<file path="src/rtl/fetch_ctrl_pkg.sv">
// rtl/fetch_ctrl_pkg.sv - shared FSM encoding and constants for the instruction fetch controller
package fetch_ctrl_pkg;

  typedef enum logic [1:0] {
    ST_BOOT = 2'd0,
    ST_RUN  = 2'd1,
    ST_HOLD = 2'd2,
    ST_HALT = 2'd3
  } fetch_state_e;

  // Bubble presented to decode when no instruction is valid
  localparam logic [31:0] NOP_INSTR = 32'h0000_0000;

  // Byte address to 32-bit word index
  localparam int WORD_SHIFT = 2;

  function automatic logic [31:0] word_index(input logic [31:0] addr);
    return addr >> WORD_SHIFT;
  endfunction

  // Clears the byte-offset bits so every fetch is word aligned
  function automatic logic [31:0] align_word(input logic [31:0] addr);
    return (addr >> WORD_SHIFT) << WORD_SHIFT;
  endfunction

endpackage

</file>
<file path="src/rtl/fetch_skid_buf.sv">
// rtl/fetch_skid_buf.sv - single-entry data+address skid register with valid, load/clear/pop
module fetch_skid_buf (
  input  logic        clk,
  input  logic        rst_n,
  input  logic        load,
  input  logic        clear,
  input  logic        pop,
  input  logic [31:0] load_data,
  input  logic [31:0] load_addr,
  output logic        valid,
  output logic [31:0] data,
  output logic [31:0] addr
);

  // Clear wins over load so a redirect always empties the entry; pop only drops valid
  always_ff @(posedge clk or negedge rst_n) begin
    if (!rst_n) begin
      valid <= 1'b0;
      data  <= 32'h0;
      addr  <= 32'h0;
    end else if (clear) begin
      valid <= 1'b0;
    end else if (load) begin
      valid <= 1'b1;
      data  <= load_data;
      addr  <= load_addr;
    end else if (pop) begin
      valid <= 1'b0;
    end
  end

endmodule

</file>
<file path="src/rtl/fetch_ctrl.sv">
// rtl/fetch_ctrl.sv - instruction fetch controller; FETCH_BOUND_CHECK_EN adds the out-of-range halt
module fetch_ctrl
  import fetch_ctrl_pkg::*;
#(
  parameter logic [31:0] RESET_PC  = 32'h0000_0000,
  parameter int          MEM_WORDS = 1024
) (
  input  logic        clk,
  input  logic        rst_n,
  input  logic        stall_i,
  input  logic        redirect_i,
  input  logic [31:0] redirect_pc_i,
  output logic        mem_en_o,
  output logic [31:0] mem_addr_o,
  input  logic [31:0] mem_rdata_i,
  output logic [31:0] instr_o,
  output logic [31:0] pc_o,
  output logic        instr_valid_o,
  output logic        fetch_err_o
);

  fetch_state_e state_q, state_d;
  logic [31:0]  fetch_pc_q, fetch_pc_d;
  logic         inflight_q, inflight_d;
  logic [31:0]  inflight_addr_q, inflight_addr_d;
  logic [31:0]  instr_q, instr_d;
  logic [31:0]  pc_q, pc_d;
  logic         valid_q, valid_d;
  logic         err_q, err_d;

  logic         issue;
  logic [31:0]  issue_addr;
  logic         oor;

  logic         skid_load, skid_clear, skid_pop;
  logic         skid_valid;
  logic [31:0]  skid_data, skid_addr;

  // A fetch is wanted in RUN/HOLD unless stalled; a redirect always fetches its target
  assign issue      = ((state_q == ST_RUN) || (state_q == ST_HOLD)) && (redirect_i || !stall_i);
  assign issue_addr = redirect_i ? align_word(redirect_pc_i) : fetch_pc_q;

`ifdef FETCH_BOUND_CHECK_EN
  assign oor = word_index(issue_addr) >= 32'(MEM_WORDS);
`else
  // Depth only matters when the bound check is built in
  logic unused_mem_words;
  assign unused_mem_words = ^32'(MEM_WORDS);
  assign oor = 1'b0;
`endif

  assign mem_en_o      = issue && !oor;
  assign mem_addr_o    = issue_addr;
  assign instr_o       = instr_q;
  assign pc_o          = pc_q;
  assign instr_valid_o = valid_q;
  assign fetch_err_o   = err_q;

  fetch_skid_buf u_skid (
    .clk       (clk),
    .rst_n     (rst_n),
    .load      (skid_load),
    .clear     (skid_clear),
    .pop       (skid_pop),
    .load_data (mem_rdata_i),
    .load_addr (inflight_addr_q),
    .valid     (skid_valid),
    .data      (skid_data),
    .addr      (skid_addr)
  );

  // Next-state, presentation and skid control
  always_comb begin
    state_d         = state_q;
    fetch_pc_d      = fetch_pc_q;
    inflight_d      = 1'b0;
    inflight_addr_d = inflight_addr_q;
    instr_d         = instr_q;
    pc_d            = pc_q;
    valid_d         = valid_q;
    err_d           = err_q;
    skid_load       = 1'b0;
    skid_clear      = 1'b0;
    skid_pop        = 1'b0;

    case (state_q)
      ST_BOOT: state_d = ST_RUN;
      ST_RUN, ST_HOLD: begin
        if (redirect_i) begin
          // Flush: drop the in-flight return and the skid, show a bubble
          skid_clear = 1'b1;
          instr_d    = NOP_INSTR;
          valid_d    = 1'b0;
          state_d    = stall_i ? ST_HOLD : ST_RUN;
        end else if (stall_i) begin
          // Outputs hold; catch whatever the memory returns this cycle
          skid_load = inflight_q;
          state_d   = ST_HOLD;
        end else begin
          state_d = ST_RUN;
          if (skid_valid) begin
            instr_d  = skid_data;
            pc_d     = skid_addr;
            valid_d  = 1'b1;
            skid_pop = 1'b1;
          end else if (inflight_q) begin
            instr_d = mem_rdata_i;
            pc_d    = inflight_addr_q;
            valid_d = 1'b1;
          end else begin
            instr_d = NOP_INSTR;
            valid_d = 1'b0;
          end
        end
      end
      default: valid_d = 1'b0;
    endcase

    if (issue && !oor) begin
      inflight_d      = 1'b1;
      inflight_addr_d = issue_addr;
      fetch_pc_d      = issue_addr + 32'd4;
    end else if (issue && oor) begin
      err_d   = 1'b1;
      valid_d = 1'b0;
      state_d = ST_HALT;
    end
  end

  // State and output registers; reset also forgets any read in flight
  always_ff @(posedge clk or negedge rst_n) begin
    if (!rst_n) begin
      state_q         <= ST_BOOT;
      fetch_pc_q      <= RESET_PC;
      inflight_q      <= 1'b0;
      inflight_addr_q <= RESET_PC;
      instr_q         <= NOP_INSTR;
      pc_q            <= RESET_PC;
      valid_q         <= 1'b0;
      err_q           <= 1'b0;
    end else begin
      state_q         <= state_d;
      fetch_pc_q      <= fetch_pc_d;
      inflight_q      <= inflight_d;
      inflight_addr_q <= inflight_addr_d;
      instr_q         <= instr_d;
      pc_q            <= pc_d;
      valid_q         <= valid_d;
      err_q           <= err_d;
    end
  end

endmodule

</file>
<file path="config.mk">
export PLATFORM = sky130hd
export DESIGN_NAME = fetch_ctrl
export DESIGN_NICKNAME = d
export VERILOG_FILES = /design/src/rtl/fetch_ctrl_pkg.sv /design/src/rtl/fetch_skid_buf.sv /design/src/rtl/fetch_ctrl.sv
export SDC_FILE = /design/constraint.sdc
export NUM_CORES = 1
export LEC_CHECK = 0
export CAP_MARGIN = 10
export CORE_MARGIN = 2
export CORE_UTILIZATION = 35
export DETAILED_ROUTE_END_ITERATION = 10
export PLACE_DENSITY = 0.61
export SLEW_MARGIN = 20
export SYNTH_ARGS = -nofsm -noshare
export SYNTH_HDL_FRONTEND = slang
export SYNTH_HIERARCHICAL = 1
export SYNTH_SLANG_ARGS = --single-unit
export TNS_END_PERCENT = 20
</file>
<file path="constraint.sdc">
create_clock -name clk -period 2.91 [get_ports clk]
set_input_delay 0.873 -clock clk [delete_from_list [all_inputs] [get_ports clk]]
set_output_delay 0.873 -clock clk [all_outputs]
set_load 0.02 [all_outputs]
</file>
Word level (Yosys, flattened, before mapping)
Index checks and enable logic that the tools add are counted.
{"block": "totals", "out_inout_bits": 99, "in_bits": 68, "ff_bits": 197}
{"block": "classes", "eq_ne": 4, "muxes": 27, "add_sub_neg": 1, "n_bitwise": 4, "reduce_logical": 13}
{"op": "$mux W32", "n": 7}
{"op": "$add A32 B3 Y32 const B", "n": 1}
{"op": "$mux W1", "n": 17}
{"op": "$reduce_and A2 Y1", "n": 3}
{"op": "$not A1 Y1", "n": 4}
{"op": "$pmux W2 S2", "n": 1}
{"op": "$reduce_and A4 Y1", "n": 1}
{"op": "$reduce_bool A2 Y1", "n": 2}
{"op": "$ne A3 B3 Y1 const B", "n": 1}
{"op": "$reduce_bool A3 Y1", "n": 1}
{"op": "$eq A2 B1 Y1 const B", "n": 1}
{"op": "$eq A2 B2 Y1 const B", "n": 1}
{"op": "$logic_not A2 Y1", "n": 1}
{"op": "$logic_or A1 B1 Y1", "n": 2}
{"op": "$mux W2", "n": 1}
{"op": "$ne A2 B1 Y1 const B", "n": 1}
{"op": "$pmux W1 S2", "n": 1}
{"op": "$reduce_or A2 Y1", "n": 1}
{"op": "$logic_and A1 B1 Y1", "n": 1}
{"op": "$logic_not A1 Y1", "n": 1}

Longest topological paths before layout
Gate-level depths: netlist of run 1.
{"block": "depth", "ltp_word": 7, "depth_mapped": 14, "depth_no_buf": 9}

Cells and area by module
Netlist of run 1, hierarchy kept.
{"mod": "fetch_ctrl", "cells_each": 660, "seq_area_each_um2": 3253.1, "instances": 1, "area_per_inst_um2": 6657.6}
{"mod": "fetch_skid_buf", "cells_each": 140, "seq_area_each_um2": 1626.6, "instances": 1, "area_per_inst_um2": 2741.4}

Least setup slack after synthesis of run 1
Ideal clock, no wire load.
{"block": "synth_path", "path_kind": "input-to-reg", "startpoint": "input redirect_i", "endpoint": "register fetch_pc_q[28]", "path_stages": 13, "arrival_time_ns": 3.199, "t_required_ns": 2.784, "n_path_buf": 5, "path_slack_ns": -0.415, "path_cell_list": "buf_6 -> buf_6 -> buf_2 -> buf_2 -> nand2_1 -> nand2_1 -> ha_1 -> nand4_1 -> o22ai_4 -> nand4_2 -> buf_6 -> o311a_1 -> a221o_1"}
{"block": "synth_via", "elab_chain_len": 2}
{"item": "start, declared", "line": "fetch_ctrl.sv:11", "rtl": "input logic redirect_i,"}
{"item": "$mux W32", "line": "fetch_ctrl.sv:41", "rtl": "assign issue_addr = redirect_i ? align_word(redirect_pc_i) : fetch_pc_q;"}
{"item": "named net mem_addr_o[2]", "line": "fetch_ctrl.sv:14", "rtl": "output logic [31:0] mem_addr_o,"}
{"item": "$add A32 B3 Y32", "line": "fetch_ctrl.sv:122", "rtl": "fetch_pc_d = issue_addr + 32'd4;"}
{"item": "end signal, assigned", "line": "fetch_ctrl.sv:143", "rtl": "fetch_pc_q <= fetch_pc_d;"}
{"item": "end, declared", "line": "fetch_ctrl.sv:23", "rtl": "logic [31:0] fetch_pc_q, fetch_pc_d;"}
The timed path passes the listed nets, and every way through them passes these cells.
A chain may end at the register's enable or synchronous reset.

Worst setup path after layout of run 1
{"block": "layout_path", "startpoint": "input redirect_pc_i[4]", "endpoint": "output mem_addr_o[4]"}
{"block": "layout_via", "elab_chain_len": 1}
{"item": "start, declared", "line": "fetch_ctrl.sv:12", "rtl": "input logic [31:0] redirect_pc_i,"}
{"item": "$mux W32", "line": "fetch_ctrl.sv:41"}
{"item": "end, declared", "line": "fetch_ctrl.sv:14"}
No other way between the ends.

==> results of run 1 <==
[logic make-up (layout without fill, tap and decap cells)]
group	after synthesis	in the layout	synth area share
compound gates	139	139	0.115
xor+xnor	16	16	0.0149
fa+ha+maj	3	3	0.00399
buf+inv	100	328	0.0603
flops	195	195	0.519
mux	122	122	0.165
other cells	1	1	0.000399
simple gates	224	224	0.121
[stage by stage]
stage	power (mW)	TNS [ps]	utilization	hold slack, ps
floorplan	2.89	-634	-	453
global placement	3.18	-5060	0.454	478
detailed placement	3.19	-5070	0.454	484
CTS	5.54	-228	0.476	436
global route	5.68	0	0.476	445
finish	5.48	0	0.476	415
[area by class of cell]
| type | instances | share of cell area |
|---|---|---|
| clock buffers | 18 | 0.0352 |
| well taps | 335 | 0.0336 |
| repair buffers | 248 | 0.192 |
| multi-input cells | 505 | 0.321 |
| flip-flops and latches | 195 | 0.391 |
| clock inverters | 14 | 0.0120 |
| inverters | 48 | 0.0144 |
[worst max-delay path: stages]
cell and delay (ps):
clkdlybuf4s50_1 470, mux2_2 340, clkdlybuf4s15_1 320
[worst min path at each step]
stage	startpoint	endpoint	slack, ps
2_1_floorplan	fetch_pc_q[26]	fetch_pc_q[26]	450
4_1_cts	rst_n	fetch_pc_q[16]	440
6_report	rst_n	fetch_pc_q[18]	410
3_3_place_gp	fetch_pc_q[29]	fetch_pc_q[29]	480
5_1_grt	rst_n	fetch_pc_q[16]	440
3_5_place_dp	fetch_pc_q[29]	fetch_pc_q[29]	480
[routing by layer]
layer / part of all wire / up-vias
met1: 0.49 / 3310
met5: 0 / -
met2: 0.46 / 137
met4: 0.014 / 0
li1: - / 3253
met3: 0.033 / 15
[power breakdown]
part           switching, mW  total, mW  internal (mW)
logic                  0.203      0.407          0.204
registers                  0       2.71           2.71
clock network           1.18       2.36           1.18
total                   1.38       5.48           4.10
[cells in the final DEF (no fill, tap or decap), drive strengths merged, types with 9 or more instances in the layout]
master | netlist | routed
inv | 48 | 60
a21oi | 40 | 40
mux2 | 84 | 84
nand2 | 103 | 103
nand3 | 13 | 13
dfrtp | 195 | 195
a222oi | 32 | 32
nor2 | 55 | 55
clkbuf | 17 | 19
clkdlybuf4s50 | 0 | 128
dlygate4sd2 | 0 | 29
mux2i | 38 | 38
xnor2 | 10 | 10
nor2b | 9 | 9
buf | 35 | 87
o21ai | 31 | 31
[repair_timing]
item                       CTS  global route
hold endpoints to repair     0             0
resized for setup           33             3
setup endpoints to repair   32             3
[sequential cells by signal, summed over array words and instances, names as in the netlist]
name and cells:
pc_o 32, instr_o 32, fetch_pc_q 32, u_skid/data 32
state_q 2, u_skid/valid 1, instr_valid_o 1, u_skid/addr 32
inflight_q 1, inflight_addr_q 30
==> impl_metrics.json, run 1 <==
{
  "worstPathArrival_ps": 2010,
  "multi_input_area_um2": 4010,
  "grt_pass1_vias": 6889,
  "slew_viol_final": 0,
  "antenna_left": 0,
  "mappedNetlistArea_um2": 9400,
  "top_usage_layer": "met2",
  "postCtsHoldBufs": 0,
  "rr_startpoint": "state_q[1]",
  "worstSetupPathType": "primary input to output pin",
  "avgViaCountPerCell": 4.93,
  "slew_headroom": 0.600,
  "setup_ws_ps": 27.6,
  "final_cells": 1363,
  "r2r_slack_ps": 590,
  "io_buffers": 163,
  "cellPowerDensity_nw_per_um2": 439,
  "clk_latency_ps": 440,
  "yosysWarningCount": 6,
  "gr-usage-met3": 0.0280,
  "dp_slack_ps": -289,
  "clk_path_buf_depth": 2,
  "cts_num_sinks": 195,
  "synth_edf_count": 0,
  "io_pins": 167,
  "synthFlopType": "dfrtp_1",
  "drv_cap": 0,
  "start_kind": "primary input",
  "core_region_area_um2": 26200,
  "finalWirelength_um": 23200,
  "antenna_found_initial": 0,
  "max_freq_mhz": 347,
  "grt_setup_unrepaired": "false",
  "crit_required_ps": 2040,
  "p_leak_nw": 6.15,
  "n_fill_cell": 2356,
  "synth_fp_nets": 871,
  "synth-seq-cells": 195,
  "synth_top_area_frac": 0.519,
  "die_width_um": 168,
  "wl_per_cell_um": 17.0,
  "grt_max_degree": 121,
  "cts_setup_buffers": 0,
  "vias": 6715,
  "cp-end-kind": "output pin",
  "synth_seq_area_share": 0.519,
  "ir_drop_v": 0.000367,
  "place_congestion": 0.837,
  "drt_iter0_drc": 504,
  "rows": 59,
  "die_area_um2": 28200,
  "setup_viol": 0,
  "grt_pass1_wl_um": 37700,
  "fin_area_um2": 12500,
  "start_util": 0.359,
  "placed_area_um2": 11900,
  "yosysTopAreaCell": "dfrtp_1",
  "hold_path.class": "primary input to asynchronous set/reset pin",
  "period_minus_slack_ps": 2880,
  "cts-root-buf": "clkbuf_16",
  "cts_tree": "yes",
  "dpl.hpwl_um": 15800,
  "nets": 1086,
  "use_met1": 0.241,
  "seqCellArea_um2": 4880,
  "skew_ps": 12.5,
  "grt_util_met2": 0.265,
  "finalCritPeriodShare": 0.991,
  "first_pass_iters": 6,
  "worstSetupStartpoint": "redirect_pc_i[4]",
  "drc_errors": 0,
  "synthCells": 800,
  "cts.reportedPaths.clkPinSlew_ps": 80,
  "synth.distinct_cells": 62,
  "dpl.cell_count": 1331,
  "area_growth_pct": 32.8,
  "hold_viol": 0,
  "worst_pin_slew_ps": 599,
  "r2r-end": "u_skid/addr[19]",
  "die_height_um": 168,
  "cts_buffers": 17,
  "rr_worst_depth": 8,
  "async_reset_ff_frac": 1.00,
  "synth.avg_cell_area_um2": 11.7,
  "htree_levels": 4,
  "synth.most_common_cell": "dfrtp_1",
  "grt_remaining_overflow": 0,
  "cp-endpoint": "mem_addr_o[4]",
  "synthTopCellsByArea": "dfrtp_1 (52%), mux2_4 (9.6%), nand2_1 (4.1%), mux2i_1 (4.0%), a222oi_1 (3.4%)",
  "cp_max_fo": 4,
  "status": "complete, no violations",
  "synth_commonest_cells": "dfrtp_1 (195), nand2_1 (103), mux2_4 (60), nor2_1 (55), inv_1 (48)",
  "grt_usage": 0.168,
  "drive_above_1_share": 0.236,
  "num_antenna_cells": 0
}
Power figures use the tool's default switching activity.
==> inputs of run 2 (changes only) <==
SLEW_MARGIN = 10   (was 20)
==> results of run 2 <==
Final layout, timing and power as in run 1 (identical DEF).
